File: config.mk
export PLATFORM = sky130hd
export DESIGN_NAME = proc_dmem_arb
export DESIGN_NICKNAME = d
export VERILOG_FILES = /design/src/rtl/proc_dmem_arb.sv
export SDC_FILE = /design/constraint.sdc
export NUM_CORES = 1
export LEC_CHECK = 0
export BUFFER_PORTS_ARGS = -buffer_cell sky130_fd_sc_hd__buf_2
export CAP_MARGIN = 40
export CORE_AREA = 2 2 115 117
export DETAILED_ROUTE_END_ITERATION = 10
export DIE_AREA = 0 0 117 119
export PLACE_DENSITY = 0.6
export SLEW_MARGIN = 10
export SYNTH_ARGS = -nofsm -noshare
export SYNTH_HDL_FRONTEND = slang
export SYNTH_SLANG_ARGS = --single-unit
File: constraint.sdc
create_clock -name clk -period 3 [get_ports clk]
set_clock_uncertainty 0.15 [all_clocks]
set_input_delay 0.6 -clock clk [delete_from_list [all_inputs] [get_ports clk]]
set_output_delay 0.6 -clock clk [all_outputs]
set_load 0.1 [all_outputs]
File: src/rtl/proc_dmem_arb.sv
// proc_dmem_arb: shares one single-ported data memory among NREQ requesters.
// Handshake: a requester transfers in a cycle when req_val[i] && req_rdy[i];
// req_rdy is a combinational one-hot grant. Each accepted request produces a
// one-cycle resp_val[i] pulse exactly one cycle later, carrying the memory
// read data (writes get the same pulse as an acknowledge).
module proc_dmem_arb #(
    parameter int NREQ     = 2,
    parameter int AW       = 32,
    parameter int DW       = 32,
    parameter int ARB_MODE = 0
) (
    input  logic                 clk,
    input  logic                 rst,
    input  logic [NREQ-1:0]      req_val,
    output logic [NREQ-1:0]      req_rdy,
    input  logic [NREQ-1:0]      req_type,
    input  logic [NREQ*AW-1:0]   req_addr,
    input  logic [NREQ*DW-1:0]   req_wdata,
    output logic [NREQ-1:0]      resp_val,
    output logic [DW-1:0]        resp_rdata,
    output logic                 mem_req_val,
    output logic                 mem_req_type,
    output logic [AW-1:0]        mem_req_addr,
    output logic [DW-1:0]        mem_req_wdata,
    input  logic [DW-1:0]        mem_resp_rdata,
    output logic [15:0]          cnt_grant,
    output logic [15:0]          cnt_conflict
);

    localparam int PW = (NREQ > 1) ? $clog2(NREQ) : 1;
    // Pointer only moves in round-robin mode with more than one requester.
    localparam bit RR = (ARB_MODE == 0) && (NREQ > 1);

    logic [PW-1:0]   ptr_q, ptr_d;
    logic [NREQ-1:0] rsp_q, rsp_d;
    logic [15:0]     cnt_grant_q, cnt_grant_d;
    logic [15:0]     cnt_conflict_q, cnt_conflict_d;
    logic [NREQ-1:0] gnt;
    logic [PW-1:0]   gnt_idx;
    logic            conflict;

    // Grant search: first valid requester from ptr upward with wrap; reset masks all grants.
    always_comb begin : grant_search
        int   base;
        logic found;
        gnt     = '0;
        gnt_idx = '0;
        found   = 1'b0;
        base    = RR ? int'(ptr_q) : 0;
        for (int k = 0; k < NREQ; k++) begin
            for (int i = 0; i < NREQ; i++) begin
                if (!found && rst && req_val[i] && (i == ((base + k) % NREQ))) begin
                    found   = 1'b1;
                    gnt[i]  = 1'b1;
                    gnt_idx = PW'(i);
                end
            end
        end
    end

    // Request path: route the granted requester's fields onto the memory port.
    always_comb begin
        mem_req_type  = 1'b0;
        mem_req_addr  = '0;
        mem_req_wdata = '0;
        for (int i = 0; i < NREQ; i++) begin
            if (gnt[i]) begin
                mem_req_type  = req_type[i];
                mem_req_addr  = req_addr[i*AW +: AW];
                mem_req_wdata = req_wdata[i*DW +: DW];
            end
        end
    end

    // Conflict detection: two or more requesters asserting valid this cycle.
    always_comb begin : conflict_count
        int n;
        n = 0;
        for (int i = 0; i < NREQ; i++) begin
            if (req_val[i]) n = n + 1;
        end
        conflict = (n >= 2);
    end

    // Next-state: pointer advance past the winner, response tracking, saturating counters.
    always_comb begin
        ptr_d = ptr_q;
        if (RR && mem_req_val) begin
            ptr_d = (gnt_idx == PW'(NREQ - 1)) ? '0 : gnt_idx + 1'b1;
        end
        rsp_d          = gnt;
        cnt_grant_d    = cnt_grant_q;
        cnt_conflict_d = cnt_conflict_q;
        if (mem_req_val && (cnt_grant_q != 16'hFFFF)) begin
            cnt_grant_d = cnt_grant_q + 16'd1;
        end
        if (conflict && (cnt_conflict_q != 16'hFFFF)) begin
            cnt_conflict_d = cnt_conflict_q + 16'd1;
        end
    end

    // State registers; reset discards any in-flight response and restarts at ptr 0.
    always_ff @(posedge clk or negedge rst) begin
        if (!rst) begin
            ptr_q          <= '0;
            rsp_q          <= '0;
            cnt_grant_q    <= '0;
            cnt_conflict_q <= '0;
        end else begin
            ptr_q          <= ptr_d;
            rsp_q          <= rsp_d;
            cnt_grant_q    <= cnt_grant_d;
            cnt_conflict_q <= cnt_conflict_d;
        end
    end

    assign req_rdy      = gnt;
    assign mem_req_val  = |gnt;
    assign resp_val     = rsp_q;
    assign resp_rdata   = (|rsp_q) ? mem_resp_rdata : '0;
    assign cnt_grant    = cnt_grant_q;
    assign cnt_conflict = cnt_conflict_q;

endmodule

# --- Word level (Yosys, flattened, before mapping) ---
# Cells that the tools add are included.
op_classes:
  bitwise: 1
  reduce_logical: 20
  n_addsub: 5
  muxes: 18
  eq_ne: 3
  order_cmp: 1
ops:
  columns: ["operator", "n"]
  rows:
  - ["$mux 32", 6]
  - ["$logic_not 32->1", 2]
  - ["$add 16x1->16 const B", 2]
  - ["$add 32x2->32 const B", 1]
  - ["$ge 32x3->1 const B", 1]
  - ["$ne 16x16->1 const B", 2]
  - ["$logic_and 1x1->1", 13]
  - ["$mux 1", 12]
  - ["$reduce_or 2->1", 2]
  - ["$logic_not 1->1", 3]
  - ["$add 1x1->1 const B", 2]
  - ["$eq 2x2->1 const A", 1]
  - ["$and 1x1->1 const A", 1]
totals:
  in_bits: 166
  out_inout_bits: 134
  word_cells: 52
  reg_bits: 35

# --- Logic depth before layout (Yosys ltp) ---
depth:
  depth_word: 20
  mapped_depth: 6
  depth_no_buf: 5

# --- Worst setup path before layout ---
# OpenSTA, ideal clock, no wires.
synth_timing:
  path_kind: "in2out"
  from: "in req_val[0]"
  to: "out mem_req_addr[10]"
  slack_ns: -1.230
  path_buffers: 3
  cell_stages: 6
  required_ns: 2.250
  arrival_time_ns: 3.480
  cell_sequence: "and2_1 -> clkbuf_1 -> buf_2 -> buf_1 -> nand2_1 -> o21ai_0"
synth_via:
  elab_chain_len: 19
  elab_cells_between_ends: 22
  classes_between: "8 x mux; 14 x reduce/logical"
synth_rtl:
  columns: ["element", "line", "rtl"]
  rows:
  - ["start, declared", "14", "input logic [NREQ-1:0] req_val,"]
  - ["$logic_and 1x1->1 (2 in a row)", "52", "if (!found && rst && req_val[i] && (i == ((base + k) % NREQ))) begin"]
  - ["$mux 1", "52", null]
  - ["$logic_not 1->1", "52", null]
  - ["$logic_and 1x1->1 (3 in a row)", "52", null]
  - ["$mux 1", "52", null]
  - ["$logic_not 1->1", "52", null]
  - ["$logic_and 1x1->1 (3 in a row)", "52", null]
  - ["$mux 1", "52", null]
  - ["$logic_not 1->1", "52", null]
  - ["$logic_and 1x1->1 (3 in a row)", "52", null]
  - ["$mux 1", "52", null]
  - ["$mux 32 (*)", "67", "if (gnt[i]) begin"]
  - ["end, declared", "23", "output logic [AW-1:0] mem_req_addr,"]
# Mark *: on every way between the ends. The rest lies on a longest branch, timed or not.

# --- Worst setup path after layout ---
layout_timing:
  from: "in req_val[1]"
  to: "out mem_req_addr[9]"
layout_via:
  elab_chain_len: 14
  elab_cells_between_ends: 17
  classes_between: "7 x mux; 10 x reduce/logical"
layout_rtl:
  columns: ["element", "line"]
  rows:
  - ["$logic_and 1x1->1 (2 in a row)", "52"]
  - ["$mux 1", "52"]
  - ["$logic_not 1->1", "52"]
  - ["$logic_and 1x1->1 (3 in a row)", "52"]
  - ["$mux 1", "52"]
  - ["$logic_not 1->1", "52"]
  - ["$logic_and 1x1->1 (3 in a row)", "52"]
  - ["$mux 1", "52"]
  - ["$mux 32 (*)", "67"]
# Marks and branches as above.

==> run metrics <==
status complete, no violations; Least-Margin Pin Slew 0.598 ns; vias 3812; PortBufs 299; count of final setup violators 0; CTS HTree Levels 2; Reg2Reg Depth 5; GR Util met1 20.3%; Routed Antenna Nets 0; P&R area growth vs syn 111%; final core occ 47.1%; Worst setup SP type input pin; first-pass GRT wire length 18900 microns; most frequent cells in the layout buf_2, nand2_1, buf_12, o21ai_2, dfrtp_1; CP max FO 47; Final WS setup 0.340 ns; die area 13900 sq um; Inst Count DP 871; class of the worst hold path input pin to async pin; largest net degree at the start of global routing 48; RSZ-0062 raised after global routing false; DR WL/cell 14.6 microns; Tmin final 2.66 ns; Seq cells post-synth 35; synth top area cells dfrtp_1, nand2_1, o21ai_0; largest family of logic cells by synthesized area simple AND/OR/NAND/NOR gates; worst IR drop on VDD 0.260 mV; Core Area about 13000 sq um; most crowded layer after global routing met2; Mapped Nets 575; # DRC 0; Static Leak 2.99 nW; Worst-path clk slew roughly 0.06 ns; Total Wirelength 12800 microns; simple-gate share of the synthesized area 41.9%; Root Driver clkbuf_16; largest area contributor in the netlist dfrtp_1; Yosys warning total 0; die width 117 microns; die height 119 microns; mux cell area share after synthesis 0.914%; row cnt 42; grt met2 use about a third; post-place setup slack 0.348 ns; Finished Layout Cells around 900; Clock Latency Late Sink 0.27 ns; CTS Buf Count 5; Synth Area in Adders less than 1%; Compound-Gate Fraction of Synth Area 13.1%; post-CTS setup buffer count 0; Seq/Total Area, Yosys 30.5%; Pwr Density 610 nW/um^2; fin nets 870; critical path data required time ~2.3 ns; Worst slew margin approximately three fifths; reg2reg end cnt_grant[1]; PnR Total Power 3.70 mW; top cell type's share of synthesized area 30.5%; Starting DRT DRC Count 141; worst hold slack 0.332 ns; post-DR vias/cell around 4.3; Detailed Routing Iterations Pass 1 4; GPL Wtd Cong between 0.8 and 0.9; synthesized cell area 2880 sq um; Top-Level Pins 300; vias in the first global route 3529; Post-DP HPWL 10900 microns; hold buffers post-CTS 0; CTS sink count 35; commonest non-fill, non-tap cell in the layout buf_2; Final Max Tran Viols 0; final hold viol count 0; Post-Synth XOR/XNOR Area 8.22%; initial core utilization about 22%; Data arrival, critical path 1.91 ns; CTS tree done; Avg Cell Area, Syn just over 7 sq um; GRT met3 Usage 4.73%; Critical Path Start req_val[1]; layout cells sized above 1 between 50% and 60%; Setup CP Type input pin to output port; maxcap violations 0; CTS max path bufs 2; # resized after CTS 0; Crit. End Element output port; flop2flop setup slack 1.04 ns; total congestion overflow 0; Total GRT Usage 17.6%; Post-Syn Instances 407; maximum clock frequency 376 MHz; beginning of the worst register-to-register path cnt_grant[0]; Final period util 88.7%; post-synth cell types 40; antenna violations before repair 2
-- worst max-delay path, cell delays in order --
cell and delay [ns]:
buf_2 0.17, nand2_1 0.11, a21oi_4 0.16, buf_4 0.18, buf_12 0.25, nand2_1 0.12, o21ai_2 0.09, buf_12 0.19
-- cell families (layout without fill, tap and decap cells) --
logic type	count (synthesis)	count (layout)
AO/OA/AOI/OAI	73	73
XOR/XNOR	27	27
adder cells (fa/ha/maj)	2	2
buffers and inverters	31	327
flip-flops	35	35
multiplexers	2	2
other	0	1
AND/OR/NAND/NOR	237	237
-- layout make-up --
cell class,count,area [sq um]
clock inverter,3,23.8
clock buffer,5,125
fill,1222,6810
tap,176,220
multi-input combinational,341,2130
antenna,1,2.50
timing repair buffer,314,2670
sequential,35,876
inverter,5,18.8
-- synth_stat cells --
| cell | n |
|---|---|
| a21boi_0 | 1 |
| a21oi_1 | 3 |
| a31oi_1 | 2 |
| and2_1 | 2 |
| and3_1 | 1 |
| and4_2 | 3 |
| buf_1 | 3 |
| buf_2 | 9 |
| clkbuf_1 | 13 |
| clkbuf_2 | 1 |
| dfrtp_1 | 35 |
| ha_1 | 2 |
| inv_1 | 5 |
| mux2_1 | 1 |
| mux2_4 | 1 |
| nand2_1 | 141 |
| nand3_1 | 9 |
| nand4_1 | 5 |
| nand4_2 | 4 |
| nor2_1 | 9 |
| nor2_2 | 2 |
| nor2b_1 | 32 |
| nor3_1 | 6 |
| nor3_2 | 1 |
| nor3b_1 | 3 |
| nor4_1 | 4 |
| nor4_2 | 1 |
| nor4_4 | 2 |
| nor4b_1 | 4 |
| nor4b_2 | 2 |
| o21a_1 | 1 |
| o21ai_0 | 65 |
| o21ai_2 | 1 |
| or2_1 | 2 |
| or2_2 | 1 |
| or3_1 | 1 |
| or3_4 | 1 |
| or4_4 | 1 |
| xnor2_1 | 3 |
| xor2_1 | 24 |
-- stage by stage --
stage	instance area [sq um]	TNS (ns)
final	6070	0
after global routing	6070	0
after CTS	6070	0
after detailed placement	5920	0
after global placement	5900	0
after floorplan	3120	-14.30
-- registers in the layout, summed over array words and instances (netlist names) --
| name | cells |
|---|---|
| cnt_conflict | 16 |
| cnt_grant | 16 |
| ptr_q | 1 |
| resp_val | 2 |
-- worst max-delay path by stage --
stage / slack, ns / endpoint
after global placement: 0.37 / mem_req_addr[12]
after floorplan: -0.46 / resp_rdata[10]
after CTS: 0.34 / mem_req_addr[9]
final: 0.34 / mem_req_addr[9]
after global routing: 0.22 / mem_req_wdata[29]
after detailed placement: 0.35 / mem_req_wdata[5]
-- metal layers --
| metal | vias to the layer above | part of all wire (%) | wire, microns |
|---|---|---|---|
| met5 | - | 0.12 | 16 |
| met1 | 1651 | 38 | 4840 |
| met3 | 10 | 8.7 | 1120 |
| met2 | 183 | 52 | 6710 |
| li1 | 1966 | - | - |
| met4 | 2 | 0.94 | 121 |
-- where the power goes --
| group | switching (mW) | internal, mW | total [mW] | leakage (nW) |
|---|---|---|---|---|
| Sequential | 0.144 | 0.573 | 0.717 | 0.437 |
| Clock | 0.211 | 0.310 | 0.521 | 0.0664 |
| Combinational | 1.86 | 0.601 | 2.46 | 2.49 |
No activity file was read; power rests on OpenSTA's default activity.
